**config.mk**
```make
export PLATFORM = sky130hd
export DESIGN_NAME = oldland_tlb
export DESIGN_NICKNAME = d
export VERILOG_FILES = /design/src/rtl/oldland_tlb.sv
export SDC_FILE = /design/constraint.sdc
export NUM_CORES = 1
export LEC_CHECK = 0
export CORE_MARGIN = 5
export CORE_UTILIZATION = 40
export DETAILED_ROUTE_END_ITERATION = 12
export DONT_BUFFER_PORTS = 1
export PLACE_DENSITY_LB_ADDON = 0.1
export REMOVE_ABC_BUFFERS = 1
export SYNTH_ARGS = -nofsm -noshare
export SYNTH_HDL_FRONTEND = slang
export SYNTH_SLANG_ARGS = --single-unit
```
**constraint.sdc**
```tcl
create_clock -name clk -period 5.05 [get_ports clk]
set_clock_uncertainty 0.05 [all_clocks]
set_input_delay 0.505 -clock clk [delete_from_list [all_inputs] [get_ports clk]]
set_output_delay 0.505 -clock clk [all_outputs]
set_load 0.005 [all_outputs]
```
**src/rtl/oldland_tlb.sv**
```systemverilog
// oldland_tlb: fully associative TLB, 1-cycle lookup, round-robin victim, global invalidate
// Ports: clk/rst (async high); enabled/translate/virt lookup request;
//        phys/valid/access held lookup result; complete/miss result pulses;
//        miss_virt faulting page; load_en/load_virt/load_phys/load_access entry load;
//        inval/inval_complete invalidate-all and its acknowledge pulse.
module oldland_tlb #(
  parameter int NUM_ENTRIES = 8,
  localparam int ENTRY_BITS = $clog2(NUM_ENTRIES)
) (
  input  logic        clk,
  input  logic        rst,
  input  logic        enabled,
  input  logic        translate,
  input  logic [19:0] virt,
  output logic [19:0] phys,
  output logic        valid,
  output logic [1:0]  access,
  output logic        complete,
  output logic        miss,
  output logic [19:0] miss_virt,
  input  logic        load_en,
  input  logic [19:0] load_virt,
  input  logic [19:0] load_phys,
  input  logic [1:0]  load_access,
  input  logic        inval,
  output logic        inval_complete
);
  logic [NUM_ENTRIES-1:0] ent_valid_q, ent_valid_d;
  logic [19:0] ent_tag_q [NUM_ENTRIES];
  logic [19:0] ent_phys_q [NUM_ENTRIES];
  logic [1:0] ent_acc_q [NUM_ENTRIES];
  logic [ENTRY_BITS-1:0] victim_q, victim_d, ld_idx, wr_idx;
  logic hit, ld_hit, lk_hit;
  logic [19:0] hit_phys;
  logic [1:0] hit_acc;
  logic [19:0] phys_q, phys_d, miss_virt_q, miss_virt_d;
  logic [1:0] access_q, access_d;
  logic valid_q, valid_d, complete_q, complete_d, miss_q, miss_d, ic_q;
  // Tags are unique, so OR-reducing the matching entries selects exactly one.
  always_comb begin
    hit = 1'b0;
    hit_phys = '0;
    hit_acc = '0;
    ld_hit = 1'b0;
    ld_idx = '0;
    for (int i = 0; i < NUM_ENTRIES; i++) begin
      if (ent_valid_q[i] && ent_tag_q[i] == virt) begin
        hit = 1'b1;
        hit_phys |= ent_phys_q[i];
        hit_acc |= ent_acc_q[i];
      end
      if (ent_valid_q[i] && ent_tag_q[i] == load_virt) begin
        ld_hit = 1'b1;
        ld_idx |= ENTRY_BITS'(i);
      end
    end
  end
  // A reload of an existing page overwrites in place so tags stay unique.
  always_comb begin
    wr_idx = ld_hit ? ld_idx : victim_q;
    victim_d = inval ? '0 : (load_en && !ld_hit) ? victim_q + 1'b1 : victim_q;
    ent_valid_d = inval ? '0 : load_en ? ent_valid_q | (NUM_ENTRIES'(1) << wr_idx) : ent_valid_q;
    lk_hit = !enabled || hit;
    phys_d = !translate ? phys_q : !enabled ? virt : hit ? hit_phys : phys_q;
    access_d = !translate ? access_q : !enabled ? 2'b11 : hit ? hit_acc : access_q;
    valid_d = translate ? lk_hit : valid_q;
    complete_d = translate && lk_hit;
    miss_d = translate && !lk_hit;
    miss_virt_d = miss_d ? virt : miss_virt_q;
  end
  always_ff @(posedge clk or posedge rst) begin
    if (rst) begin
      ent_valid_q <= '0;
      victim_q <= '0;
      phys_q <= '0;
      access_q <= '0;
      valid_q <= 1'b0;
      complete_q <= 1'b0;
      miss_q <= 1'b0;
      miss_virt_q <= '0;
      ic_q <= 1'b0;
    end else begin
      ent_valid_q <= ent_valid_d;
      victim_q <= victim_d;
      phys_q <= phys_d;
      access_q <= access_d;
      valid_q <= valid_d;
      complete_q <= complete_d;
      miss_q <= miss_d;
      miss_virt_q <= miss_virt_d;
      ic_q <= inval;
    end
  end
  // Entry payload needs no reset: it is meaningless while its valid bit is clear.
  always_ff @(posedge clk) begin
    if (load_en && !inval) begin
      ent_tag_q[wr_idx] <= load_virt;
      ent_phys_q[wr_idx] <= load_phys;
      ent_acc_q[wr_idx] <= load_access;
    end
  end
  assign phys = phys_q;
  assign access = access_q;
  assign valid = valid_q;
  assign complete = complete_q;
  assign miss = miss_q;
  assign miss_virt = miss_virt_q;
  assign inval_complete = ic_q;
endmodule

```
# Yosys cells after proc, flatten, opt, wreduce, memory -nomap -nowiden
# Memories as Yosys holds them, arrays and structs flattened.
# Index checks and enable logic that the tools add are counted.
# op_classes
addsub	1
eq_ne	17
shift	1
mux	50
n_bitwise	15
n_reduce_logical	28
# op_table
cell	count
20-bit equality test	16
20-bit 2-to-1 mux	10
20-bit bitwise OR	7
2-bit 2-to-1 mux	12
3-bit 2-to-1 mux	7
1-bit logical AND	20
1-bit 2-to-1 mux	19
8-bit 2-to-1 mux	2
2-bit bitwise OR	7
8-bit bitwise OR	1
1-bit by 3-bit left shift with 8-bit output, first input constant	1
1-bit zero test	4
2-bit nonzero test	2
3-bit by 1-bit adder with 3-bit output, second input constant	1
2-bit by 1-bit inequality test with 1-bit output, second input constant	1
2-bit AND reduction	1
1-bit logical OR	1
# totals
reg_bits	57
ram_bits	336
output_inout_bits	46
n_memories	3
# mem_list
name	words	word_bits	rd	rd_ports_with_merged_regs	wr	line_no	text
ent_phys_q	8	20	8	0	1	30	logic [19:0] ent_phys_q [NUM_ENTRIES];
ent_tag_q	8	20	8	0	1	29	logic [19:0] ent_tag_q [NUM_ENTRIES];
ent_acc_q	8	2	8	0	1	31	logic [1:0] ent_acc_q [NUM_ENTRIES];

# Depth between registers and ports, before layout
# An unclocked memory read counts as a cell.
# logic_depth
word_depth	20
depth_mapped	10
ltp_nobuf	7

# Worst setup path after synthesis
# Ideal clock, no wire load.
# synth_path
path_kind	input to register
start	in load_virt[9]
end	mem ent_acc_q[1][0] (enable)
setup_ps	442
t_arrival_ps	4300
t_required_ps	4558
path_slack_ps	258
cell_stages	8
path_buffers	1
cell_sequence	clkbuf_1 > xor2_1 > or4_1 > or4_1 > o22ai_1 > o211ai_1 > nand3b_1 > nor2_1
# synth_via
elab_chain_len	11
word_cells_on_any_way	32
# synth_lines
element	line_no	text
start: declaration	22	input logic [19:0] load_virt,
20-bit equality test	52	if (ent_valid_q[i] && ent_tag_q[i] == load_virt) begin
1-bit logical AND	52	
1-bit 2-to-1 mux (8 in a row)	52	
3-bit 2-to-1 mux (*)	60	wr_idx = ld_hit ? ld_idx : victim_q;
end: declaration	31	
# Every way passes the cells marked *; elsewhere a longest branch is shown, timed or not.

==> reports/qor_table.md <==
| Result | Value |
|---|---|
| Vias in the first global route | 11600 |
| Async set-reset flop share out of synthesis | 0.145 |
| Post-synthesis average cell area | 14.0 µm² |
| Run status | completed |
| Starting density of the core | 0.402 |
| Number of DRC markers after the initial detailed-route iteration | 1413 |
| Area inside the core boundary | 45200 µm² |
| Vias per inst | 5.92 |
| Main combinational cell family by area after synthesis | XOR/XNOR gates |
| Maximum number of pins on one net before global-route repair | 58 |
| WS Path Type | reg -> reg |
| Worst Path Required | 5.26 ns |
| Input/output buffers | 0 |
| Number of top-level pins | 114 |
| Share of power burned in the clock network | 0.433 |
| Sinks on Clock Net | 393 |
| CTS clk-pin slew, worst paths | 0.07 ns |
| Count of synthesis-stage warnings from yosys | 0 |
| Max Cap Viol | 0 |
| Number of vias after detailed routing | 11700 |
| Number of buffers inserted during clock tree synthesis | 43 |
| Setup Viol. Count Final | 0 |
| Area growth syn-to-layout | 13.7% |
| Slew at the pin with the worst max-slew slack | 1.19 ns |
| Global route overflow | 0 |
| Synthesized flop and latch total | 393 |
| Vertical die dimension | 223 µm |
| Pwr per Cell Area | 351 nW/µm² |
| Footprint of the multi-input gates | 6180 µm² |
| Sequential cell area | 11500 µm² |
| Clock insertion delay at the later pin of the skew report | 0.58 ns |
| Predominant post-synthesis flop cell | sky130_fd_sc_hd__edfxtp_1 |
| Post-Synth XOR/XNOR Area | 0.154 |
| Layout fillers | 4051 |
| Number of nets at the end of the flow | 1414 |
| Final Wtd Congestion | 0.923 |
| Die W | 223 µm |
| Peak fanout along the critical path | 22 |
| Power share of the combinational group | 0.061 |
| Antenna fix cells | 0 |
| Sequential element share of the synthesized area | 0.633 |
| Switching power as a share of total power | 0.226 |
| Standard-cell rows | 78 |
| Area fraction in and, or, nand and nor cells after synthesis | 0.109 |
| Crit path time final | 4.04 ns |
| Count of unresolved DRC violations after routing | 0 |
| Final worst path period share | 0.799 |
| Avg WL per Cell | 32.2 µm |
| Maximum achievable frequency | 248 MHz |
| Category of the worst setup path capture point | flip-flop |
| Number of iterations in the first detailed-routing pass | 8 |
| Cell count after synthesis | 1302 |
| Setup TNS | 0 ns |
| Netlist area before placement | 18200 µm² |
| Clk root buf | sky130_fd_sc_hd__clkbuf_16 |
| First-pass GRT wire length | 88.1 mm |
| RSZ-0062 raised after global routing | no |
| Final number of hold-violating endpoints | 0 |
| Internal cell power | 5.62 mW |
| Maximum number of buffers from clock root to sink | 3 |
| CTS tree | built |
| Minimum hold slack | 0.0126 ns |
| Initial antenna violation count | 2 |
| Data arrival time at the worst-slack endpoint | 4.25 ns |
| Critical path startpoint category | flip-flop |
| Pins over their slew limit | 0 |
| Post-synthesis mux area share | 0.0297 |
| Die Footprint | 49800 µm² |
| Synthesized-area fraction occupied by adder cells | 0.000688 |
| Aggregate global-route resource usage | 0.249 |
| Resize count post-CTS | 0 |
| Synth Area in Compound Gates | 0.0400 |
| P_sw | 1.64 mW |
| Number of library cell types mapped by synthesis | 47 |
| Share of cells above drive strength 1 | 0.118 |
| Path class of the lowest-slack min-delay path | in -> async |
| Final HPWL from detailed placement | 35.8 mm |
| Worst vdd ir | 277 µV |
| Drt total wl | 63.7 mm |
| Number of antenna-violating nets in the routed design | 0 |
| Post-synth EDFFs | 336 |
| Relative contribution of sequential cells to total power | 0.506 |
| Worst max-slew margin expressed relative to the limit | 0.199 |
| Leakage power of the design | 6.48 nW |
| Number of H-tree branching levels | 2 |
-- critical path: stages (launching register included) --
cell and delay [ns]:
sky130_fd_sc_hd__edfxtp_1 0.43, sky130_fd_sc_hd__xor2_1 0.19, sky130_fd_sc_hd__or4_1 0.51, sky130_fd_sc_hd__or4_1 0.60, sky130_fd_sc_hd__o22ai_1 0.33, sky130_fd_sc_hd__o211ai_1 0.21, sky130_fd_sc_hd__nand3b_1 0.36, sky130_fd_sc_hd__nor2_4 0.67
sky130_fd_sc_hd__buf_4 0.37
-- routing by layer --
metal,GRT usage,up-vias,part of all wire
met5,0,-,0
met4,0.0998,0,0.043
met2,0.368,620,0.43
met3,0.0487,130,0.093
met1,0.363,5981,0.43
li1,-,4989,-
-- layout make-up --
| cell class | count | share of cell area |
|---|---|---|
| clock buffer | 55 | 0.0567 |
| clock inverter | 25 | 0.0102 |
| inverter | 37 | 0.00672 |
| multi-input combinational | 796 | 0.299 |
| sequential | 393 | 0.557 |
| tap | 600 | 0.0363 |
| timing repair buffer | 74 | 0.0343 |
-- Yosys cell counts (all sizes together) (2+ instances only) --
master	instances	area, µm²
dfrtp	57	1430
and2	5	33.8
and4	22	193
nor2	31	116
inv	37	139
clkbuf	41	154
xor2	67	587
mux2	42	541
buf	35	304
or4	14	113
nor4	29	181
edfxtp	336	10100
nand3b	2	15.0
nor3	7	35.0
a22oi	6	45.0
nand4	67	419
nor4b	8	70.1
and3	12	75.1
or4b	8	80.1
a21oi	3	15.0
a222oi	20	200
a21boi	2	18.8
o22ai	10	62.6
nand3	126	631
o21a	22	165
nand2	6	22.5
xnor2	253	2220
o21ai	3	15.0
a31oi	20	125
-- path summary, 6_finish.rpt --
kind                            startpoint                 to  slack, ns  cells past startpoint
setup / recovery           ent_tag_q[2][0]  ent_phys_q[1][18]       1.01                      8
hold / removal                         rst               miss       0.01                      2
setup reg to reg           ent_tag_q[2][0]  ent_phys_q[1][18]       1.01                      8
hold reg to reg                      valid              valid       0.46                      1
max in group asynchronous              rst            phys[0]       4.38                      2
min in group clk                   virt[6]       miss_virt[6]       0.03                      1
-- power by group through the flow --
stage / clock, mW / sequential, mW / combinational, mW
6_report: 3.14 / 3.68 / 0.441
5_1_grt: 3.33 / 3.69 / 0.470
4_1_cts: 3.20 / 3.68 / 0.439
3_5_place_dp: 0 / 3.75 / 0.342
3_3_place_gp: 0 / 3.74 / 0.343
2_1_floorplan: 0 / 3.73 / 0.270
-- what timing repair did --
action / CTS / global route
hold buffers: 46 / 0
setup buffers: 0 / 0
endpoints found under the hold margin: 351 / 0
-- placed cells by master (no fill, tap or decap), types with 6 or more instances in the layout --
cell	instances
sky130_fd_sc_hd__a222oi_1	20
sky130_fd_sc_hd__a22oi_1	6
sky130_fd_sc_hd__nand2_1	6
sky130_fd_sc_hd__edfxtp_1	336
sky130_fd_sc_hd__clkbuf_1	8
sky130_fd_sc_hd__nor2_4	8
sky130_fd_sc_hd__mux2_2	24
sky130_fd_sc_hd__nor2_1	23
sky130_fd_sc_hd__xnor2_1	253
sky130_fd_sc_hd__nor4_1	25
sky130_fd_sc_hd__nor4b_1	8
sky130_fd_sc_hd__or4b_2	8
sky130_fd_sc_hd__nand4_1	67
sky130_fd_sc_hd__dfrtp_1	57
sky130_fd_sc_hd__and3_1	12
sky130_fd_sc_hd__buf_4	25
sky130_fd_sc_hd__inv_1	36
sky130_fd_sc_hd__xor2_1	67
sky130_fd_sc_hd__o21a_1	22
sky130_fd_sc_hd__o22ai_1	10
sky130_fd_sc_hd__mux2_4	18
sky130_fd_sc_hd__dlygate4sd3_1	46
sky130_fd_sc_hd__clkinv_1	9
sky130_fd_sc_hd__a31oi_1	20
sky130_fd_sc_hd__clkinv_2	8
sky130_fd_sc_hd__and4_1	22
sky130_fd_sc_hd__or4_1	12
sky130_fd_sc_hd__clkbuf_16	44
sky130_fd_sc_hd__nand3_1	126
-- kinds of logic after synthesis --
family                   Yosys count
XOR/XNOR                         320
buffers and inverters            113
adder cells (fa/ha/maj)            1
flip-flops                       393
multiplexers                      42
AO/OA/AOI/OAI                     95
AND/OR/NAND/NOR                  338
-- metrics by stage --
step	utilization	instance area [µm²]	instances	worst slack, ns	power (mW)
after floorplan	-	17700	1226	0.494	4.00
after global placement	0.417	18800	1854	1.02	4.09
after detailed placement	0.417	18800	1854	1.00	4.09
after CTS	0.458	20700	1980	1.04	7.32
after global routing	0.458	20700	1980	0.864	7.49
final	0.458	20700	1980	1.01	7.26
-- sequential cells by signal, indices dropped and copies added, names as in the netlist, 2 cells and up --
name and count:
ent_phys_q 160, ent_tag_q 160, miss_virt 20, phys 20, ent_acc_q 16, ent_valid_q 8
victim_q 3, access 2
(Power assumes the default switching activity.)
